===== src/rtl/wb_echo_master_pkg.sv =====
// Shared types and constants for the Wishbone echo-counter poller.
// Holds the FSM encoding, peripheral register map and config word layout.
package wb_echo_master_pkg;

    typedef enum logic [1:0] {
        INIT_WR = 2'd0,
        WAIT    = 2'd1,
        CFG_WR  = 2'd2,
        RD      = 2'd3
    } state_e;

    localparam logic [31:0] CFG_OFS = 32'h0000_0000;
    localparam logic [31:0] CNT_OFS = 32'h0000_0004;

    // Config word is {clr, t_sel2[3:0], t_sel1[3:0]}.
    localparam int SEL_FIELD_W = 4;
    localparam int CFG_W       = 1 + 2 * SEL_FIELD_W;
    localparam int SAMPLE_W    = 16;

    function automatic logic [31:0] cfgWord(input logic [CFG_W-1:0] cfg);
        return {{(32 - CFG_W){1'b0}}, cfg};
    endfunction

endpackage


===== src/rtl/wb_echo_master_if.sv =====
// Wishbone classic single-beat bus between the echo poller and the peripheral.
// Signal names follow the initiator's point of view.
interface wb_echo_master_if;

    logic        wb_cyc_o;
    logic        wb_stb_o;
    logic        wb_we_o;
    logic [31:0] wb_adr_o;
    logic [3:0]  wb_sel_o;
    logic [31:0] wb_dat_o;
    logic [31:0] wb_dat_i;
    logic        wb_ack_i;

    modport master (
        output wb_cyc_o, wb_stb_o, wb_we_o, wb_adr_o, wb_sel_o, wb_dat_o,
        input  wb_dat_i, wb_ack_i
    );

    modport slave (
        input  wb_cyc_o, wb_stb_o, wb_we_o, wb_adr_o, wb_sel_o, wb_dat_o,
        output wb_dat_i, wb_ack_i
    );

endinterface


===== src/rtl/wb_echo_master.sv =====
// Autonomous Wishbone initiator: configures the trigger-echo peripheral after
// reset, then polls its echo counter and publishes each reading as a sample.
module wb_echo_master
    import wb_echo_master_pkg::*;
#(
    parameter logic [31:0]      BASE_ADR = 32'h0000_0000,
    parameter int               POLL_DIV = 50000,
    parameter logic [CFG_W-1:0] CFG_INIT = 9'h002,
    parameter int               TIMEOUT  = 64
) (
    input  logic                clk,
    input  logic                reset,
    wb_echo_master_if.master    wb,
    input  logic [CFG_W-1:0]    cfg_i,
    input  logic                cfg_wr_i,
    output logic [SAMPLE_W-1:0] sample_o,
    output logic                sample_valid_o,
    output logic                timeout_o,
    output logic                busy_o
);

    localparam int POLL_W = $clog2(POLL_DIV);
    localparam int TMO_W  = $clog2(TIMEOUT);
    localparam logic [POLL_W-1:0] POLL_LAST = POLL_W'(POLL_DIV - 1);
    localparam logic [TMO_W-1:0]  TMO_LAST  = TMO_W'(TIMEOUT - 1);

    state_e              state_q, state_d;
    logic [POLL_W-1:0]   pollCnt_q, pollCnt_d;
    logic [TMO_W-1:0]    tmoCnt_q, tmoCnt_d;
    logic                cyc_q, cyc_d;
    logic                we_q, we_d;
    logic [31:0]         adr_q, adr_d;
    logic [31:0]         dat_q, dat_d;
    logic [SAMPLE_W-1:0] sample_q, sample_d;
    logic                sampleValid_q, sampleValid_d;
    logic                timeout_q, timeout_d;
    logic                pending_q, pending_d;
    logic [CFG_W-1:0]    pendCfg_q, pendCfg_d;

    logic [31-SAMPLE_W:0] unusedDatHi;
    assign unusedDatHi = wb.wb_dat_i[31:SAMPLE_W];

    // A transaction state with cyc low means "launch now"; cyc high means "waiting for ack".
    always_comb begin
        state_d       = state_q;
        pollCnt_d     = pollCnt_q;
        cyc_d         = cyc_q;
        we_d          = we_q;
        adr_d         = adr_q;
        dat_d         = dat_q;
        sample_d      = sample_q;
        sampleValid_d = 1'b0;
        timeout_d     = 1'b0;
        pending_d     = pending_q;
        pendCfg_d     = pendCfg_q;

        case (state_q)
            INIT_WR: begin
                if (!cyc_q) begin
                    cyc_d = 1'b1;
                    we_d  = 1'b1;
                    adr_d = BASE_ADR + CFG_OFS;
                    dat_d = cfgWord(CFG_INIT);
                end else if (wb.wb_ack_i) begin
                    cyc_d   = 1'b0;
                    state_d = WAIT;
                end
            end
            WAIT: begin
                if (pollCnt_q == POLL_LAST) begin
                    pollCnt_d = '0;
                    cyc_d     = 1'b1;
                    if (pending_q) begin
                        state_d = CFG_WR;
                        we_d    = 1'b1;
                        adr_d   = BASE_ADR + CFG_OFS;
                        dat_d   = cfgWord(pendCfg_q);
                    end else begin
                        state_d = RD;
                        we_d    = 1'b0;
                        adr_d   = BASE_ADR + CNT_OFS;
                    end
                end else begin
                    pollCnt_d = pollCnt_q + 1'b1;
                end
            end
            CFG_WR: begin
                if (!cyc_q) begin
                    cyc_d = 1'b1;
                    we_d  = 1'b1;
                    adr_d = BASE_ADR + CFG_OFS;
                    dat_d = cfgWord(pendCfg_q);
                end else if (wb.wb_ack_i) begin
                    cyc_d     = 1'b0;
                    pending_d = 1'b0;
                    state_d   = RD;
                end
            end
            RD: begin
                if (!cyc_q) begin
                    cyc_d = 1'b1;
                    we_d  = 1'b0;
                    adr_d = BASE_ADR + CNT_OFS;
                end else if (wb.wb_ack_i) begin
                    cyc_d         = 1'b0;
                    sample_d      = wb.wb_dat_i[SAMPLE_W-1:0];
                    sampleValid_d = 1'b1;
                    state_d       = WAIT;
                end
            end
            default: state_d = INIT_WR;
        endcase

        // Abort leaves pending untouched so a failed reconfig is retried next slot.
        if (cyc_q && !wb.wb_ack_i && (tmoCnt_q == TMO_LAST)) begin
            cyc_d     = 1'b0;
            timeout_d = 1'b1;
            state_d   = WAIT;
        end

        if (cfg_wr_i) begin
            pending_d = 1'b1;
            pendCfg_d = cfg_i;
        end

        tmoCnt_d = (cyc_q && cyc_d) ? tmoCnt_q + 1'b1 : '0;
    end

    always_ff @(posedge clk) begin
        if (reset) begin
            state_q       <= INIT_WR;
            pollCnt_q     <= '0;
            tmoCnt_q      <= '0;
            cyc_q         <= 1'b0;
            we_q          <= 1'b0;
            adr_q         <= '0;
            dat_q         <= '0;
            sample_q      <= '0;
            sampleValid_q <= 1'b0;
            timeout_q     <= 1'b0;
            pending_q     <= 1'b0;
            pendCfg_q     <= CFG_INIT;
        end else begin
            state_q       <= state_d;
            pollCnt_q     <= pollCnt_d;
            tmoCnt_q      <= tmoCnt_d;
            cyc_q         <= cyc_d;
            we_q          <= we_d;
            adr_q         <= adr_d;
            dat_q         <= dat_d;
            sample_q      <= sample_d;
            sampleValid_q <= sampleValid_d;
            timeout_q     <= timeout_d;
            pending_q     <= pending_d;
            pendCfg_q     <= pendCfg_d;
        end
    end

    assign wb.wb_cyc_o    = cyc_q;
    assign wb.wb_stb_o    = cyc_q;
    assign wb.wb_we_o     = cyc_q & we_q;
    assign wb.wb_adr_o    = adr_q;
    assign wb.wb_sel_o    = cyc_q ? 4'hF : 4'h0;
    assign wb.wb_dat_o    = dat_q;
    assign sample_o       = sample_q;
    assign sample_valid_o = sampleValid_q;
    assign timeout_o      = timeout_q;
    assign busy_o         = cyc_q;

endmodule


===== src/flat_wrapper.sv =====
// flat-port wrapper written by rule: the top's interface ports become plain ports
module wb_echo_master_flat import wb_echo_master_pkg::*;
#(
    parameter logic [31:0]      BASE_ADR = 32'h0000_0000,
    parameter int               POLL_DIV = 50000,
    parameter logic [CFG_W-1:0] CFG_INIT = 9'h002,
    parameter int               TIMEOUT  = 64
)
  (clk, reset, cfg_i, cfg_wr_i, sample_o, sample_valid_o, timeout_o, busy_o, wb_wb_cyc_o, wb_wb_stb_o, wb_wb_we_o, wb_wb_adr_o, wb_wb_sel_o, wb_wb_dat_o, wb_wb_dat_i, wb_wb_ack_i);
  wb_echo_master_if wb_i ();
  input  logic clk;
  input  logic reset;
  input  logic [CFG_W-1:0] cfg_i;
  input  logic cfg_wr_i;
  output logic [SAMPLE_W-1:0] sample_o;
  output logic sample_valid_o;
  output logic timeout_o;
  output logic busy_o;
  output wire logic [$bits(wb_i.wb_cyc_o)-1:0] wb_wb_cyc_o;
  output wire logic [$bits(wb_i.wb_stb_o)-1:0] wb_wb_stb_o;
  output wire logic [$bits(wb_i.wb_we_o)-1:0] wb_wb_we_o;
  output wire logic [$bits(wb_i.wb_adr_o)-1:0] wb_wb_adr_o;
  output wire logic [$bits(wb_i.wb_sel_o)-1:0] wb_wb_sel_o;
  output wire logic [$bits(wb_i.wb_dat_o)-1:0] wb_wb_dat_o;
  input wire logic [$bits(wb_i.wb_dat_i)-1:0] wb_wb_dat_i;
  input wire logic [$bits(wb_i.wb_ack_i)-1:0] wb_wb_ack_i;
  assign wb_wb_cyc_o = wb_i.wb_cyc_o;
  assign wb_wb_stb_o = wb_i.wb_stb_o;
  assign wb_wb_we_o = wb_i.wb_we_o;
  assign wb_wb_adr_o = wb_i.wb_adr_o;
  assign wb_wb_sel_o = wb_i.wb_sel_o;
  assign wb_wb_dat_o = wb_i.wb_dat_o;
  assign wb_i.wb_dat_i = wb_wb_dat_i;
  assign wb_i.wb_ack_i = wb_wb_ack_i;
  wb_echo_master #(.BASE_ADR(BASE_ADR), .POLL_DIV(POLL_DIV), .CFG_INIT(CFG_INIT), .TIMEOUT(TIMEOUT)) u_core (.clk(clk), .reset(reset), .wb(wb_i), .cfg_i(cfg_i), .cfg_wr_i(cfg_wr_i), .sample_o(sample_o), .sample_valid_o(sample_valid_o), .timeout_o(timeout_o), .busy_o(busy_o));
endmodule

===== config.mk =====
export PLATFORM = sky130hd
export DESIGN_NAME = wb_echo_master_flat
export DESIGN_NICKNAME = d
export VERILOG_FILES = /design/src/rtl/wb_echo_master_pkg.sv /design/src/rtl/wb_echo_master_if.sv /design/src/rtl/wb_echo_master.sv /design/src/flat_wrapper.sv
export SDC_FILE = /design/constraint.sdc
export NUM_CORES = 1
export LEC_CHECK = 0
export CAP_MARGIN = 20
export CORE_MARGIN = 1
export CORE_UTILIZATION = 40
export CTS_CLUSTER_SIZE = 24
export DETAILED_ROUTE_END_ITERATION = 8
export PLACE_DENSITY = 0.79
export RECOVER_POWER = 25
export SLEW_MARGIN = 10
export SYNTH_ARGS = -nofsm -noshare
export SYNTH_HDL_FRONTEND = slang
export SYNTH_SLANG_ARGS = --single-unit
export TNS_END_PERCENT = 10

===== constraint.sdc =====
create_clock -name clk -period 2.4 [get_ports clk]
set_input_delay 0.72 -clock clk [delete_from_list [all_inputs] [get_ports clk]]
set_output_delay 0.72 -clock clk [all_outputs]
set_load 0.05 [all_outputs]

==> metrics <==
Worst Hold Class reg2reg; outcome finished, final reports clean; dpl hpwl between 4000 and 5000 um; max_cap viols 0; number of synthesized flops with an enable pin 0; Worst Path Arrival 1.51 ns; worst vdd ir between 0.5 and 0.6 mV; CP max-delay cell clkdlybuf4s50_1; H-Tree Depth 3; Max Clk Rate between 400 and 500 MHz; Yosys reg bits 64; crit path kind reg2out; Final Critical Period 2.23 ns; Avg Synthesized Cell Area between 8 and 9 sq um; P&R area growth vs syn 23.9%; top_reg_cell synth dfxtp_1; worst-path fanout max 2; number of antenna repair diodes 0; PwrDens about 880 nW/um^2; Worst path max stage delay between 0.8 and 0.9 ns; clock buffer depth 2; Final Hold Fails 0; Layout Cells excl Fill 546; cts repair resizes 0; CTS Root Cell clkbuf_8; GRT Util Overall 15.7%; worst endpoint required time 1.68 ns; Initial Util between 40% and 50%; Worst Tran Pin Value 0.721 ns; setup TNS 0 ns; first-pass GRT wire length 11,000 um; worst rel slew slack between 50% and 60%; CP Capture Type output port; DIE AREA 8640 sq um; Die Span Y around 93 um; RSZ-0062 raised after global routing false; Cells after DPL 530; wire per inst between 10 and 15 um; Post-CTS Setup Bufs 0; antenna violations before repair 0; post-route ant nets 0; largest net degree at the start of global routing 26; sequential element share of the synthesized area 38.7%; CTS Sinks 64; vias in the first global route 2,408; crit start category flop; mapped cell area 3310 sq um; Synth Instances 379; drt first-iter violations between 150 and 200; GPL Wtd Cong between 0.7 and 0.8; number of buffers created by CTS 9; Tcrit/Tclk final between 90 and 100%; Critical Path, Cell by Cell clkdlybuf4s50_1; synthesis warning total 0; Leak between 0.0015 and 0.002 uW; clock skew approximately 0.0075 ns; Clock Latency Late Sink 0.33 ns; WP buf/inv 1; max-slew violations 0; total gr overflow 0; I/O pin count 135; total wire length around 6700 um; Core Area around 7800 sq um; Setup-failing EPs final 0; layout cells sized above 1 under 10%; Async SR Flop Fraction 0%; Vias/cell around 4.7; number of buffers added on ports 64; Yosys cell types 52; CTS tree yes; fin nets approximately 490; critical path's top delay family buffers and inverters; Hold Buf Count CTS 0; Die X ~93 um; vias ~2,600; DRC viols 0; Worst-path clk slew about 0.08 ns; Pre-antenna DRT Iters 4; num rows 32
## power breakdown
part | switching [uW] | total [uW] | internal, uW
registers | 73.1 | 1220 | 1140
logic | 859 | 1350 | 494
clock network | 428 | 1040 | 616
total | 1360 | 3610 | 2250
## area by class of cell
type                    instances  area (sq um)
well taps                     102           128
repair buffers                 73           785
clock inverters                 6          92.6
flip-flops and latches         64          1280
multi-input cells             280          1640
fillers                       736          3750
clock buffers                  10           138
inverters                      11          41.3
## synthesized netlist by cell type (2+ instances only)
master | count | area, sq um
o21ai_1 | 2 | 10.0
clkbuf_1 | 9 | 33.8
nand4_1 | 7 | 43.8
o21ai_0 | 3 | 15.0
and2_1 | 2 | 12.5
o311ai_1 | 2 | 17.5
o21a_1 | 4 | 30.0
and4_1 | 3 | 26.3
xnor2_1 | 7 | 61.3
mux2i_1 | 20 | 200
o31ai_1 | 4 | 30.0
nor4_1 | 3 | 18.8
nand2_1 | 53 | 199
buf_2 | 3 | 15.0
nand3_1 | 19 | 95.1
nor3b_1 | 2 | 15.0
buf_4 | 61 | 458
a21oi_1 | 23 | 115
xor2_1 | 4 | 35.0
ha_1 | 7 | 87.6
and3_1 | 3 | 18.8
dfxtp_1 | 64 | 1280
inv_1 | 11 | 41.3
nor2b_1 | 2 | 12.5
nor2_1 | 31 | 116
nor3_1 | 4 | 20.0
## layout by cell type (no fill, tap or decap), drive strengths merged, types with 3 or more instances in the layout
cell type,synthesis,layout
a21oi,23,23
and3,3,3
and4,3,3
buf,67,16
clkbuf,10,11
clkdlybuf4s50,0,54
conb,1,54
dfxtp,64,64
ha,7,7
inv,11,11
mux2i,20,20
nand2,53,53
nand3,19,19
nand4,9,9
nor2,31,31
nor3,4,4
nor4,4,4
o21a,4,4
o21ai,5,5
o311ai,3,3
o31ai,4,4
xnor2,7,7
xor2,4,4
## registers in the layout (all words and copies together), names as in the netlist
name	cells
u_core.busy_o	1
u_core.pendCfg_q	9
u_core.pending_q	1
u_core.pollCnt_q	16
u_core.sample_o	16
u_core.sample_valid_o	1
u_core.state_q	2
u_core.timeout_o	1
u_core.tmoCnt_q	6
u_core.wb.wb_adr_o	1
u_core.wb.wb_dat_o	9
u_core.we_q	1
## layer usage
metal / GRT usage, % / share of wire (%) / wire [um]
met2: 26.6 / 51 / 3370
met3: 5.58 / 6.5 / 431
met5: 0 / 0 / 0
met4: 4.36 / 0.75 / 50
met1: 18.6 / 42 / 2810
## final timing paths
kind / to / from / cells past startpoint / slack (ns)
worst max-delay path: wb_wb_dat_o[6] / u_core.wb.wb_dat_o[6] / 1 / 0.17
worst min-delay path: u_core.sample_o[8] / u_core.sample_o[8] / 2 / 0.46
worst max register to register: u_core.pollCnt_q[7] / u_core.state_q[1] / 5 / 0.35
worst min register to register: u_core.sample_o[8] / u_core.sample_o[8] / 2 / 0.46
## kinds of logic (layout without fill, tap and decap cells)
kind of cell	after synthesis	in the layout	synth area share, %
simple gates	136	136	20.6
buf+inv	88	100	17.9
flops	64	64	38.7
compound gates	51	51	10.7
mux	21	21	6.39
xor+xnor	11	11	2.91
fa+ha+maj	7	7	2.65
other cells	1	54	0.113
## through the flow
stage                     power, uW  hold WS (ns)  util [%]  worst slack [ns]  area, sq um
after global placement         2570         0.429      49.4             0.175         3870
final                          3610         0.455      52.2             0.165         4100
after CTS                      3640         0.458      52.3             0.155         4100
after floorplan                2290         0.418         -             0.202         3510
after detailed placement       2590         0.445      49.4             0.133         3870
after global routing           3790         0.477      52.2             0.118         4100
Power figures use the tool's default switching activity.
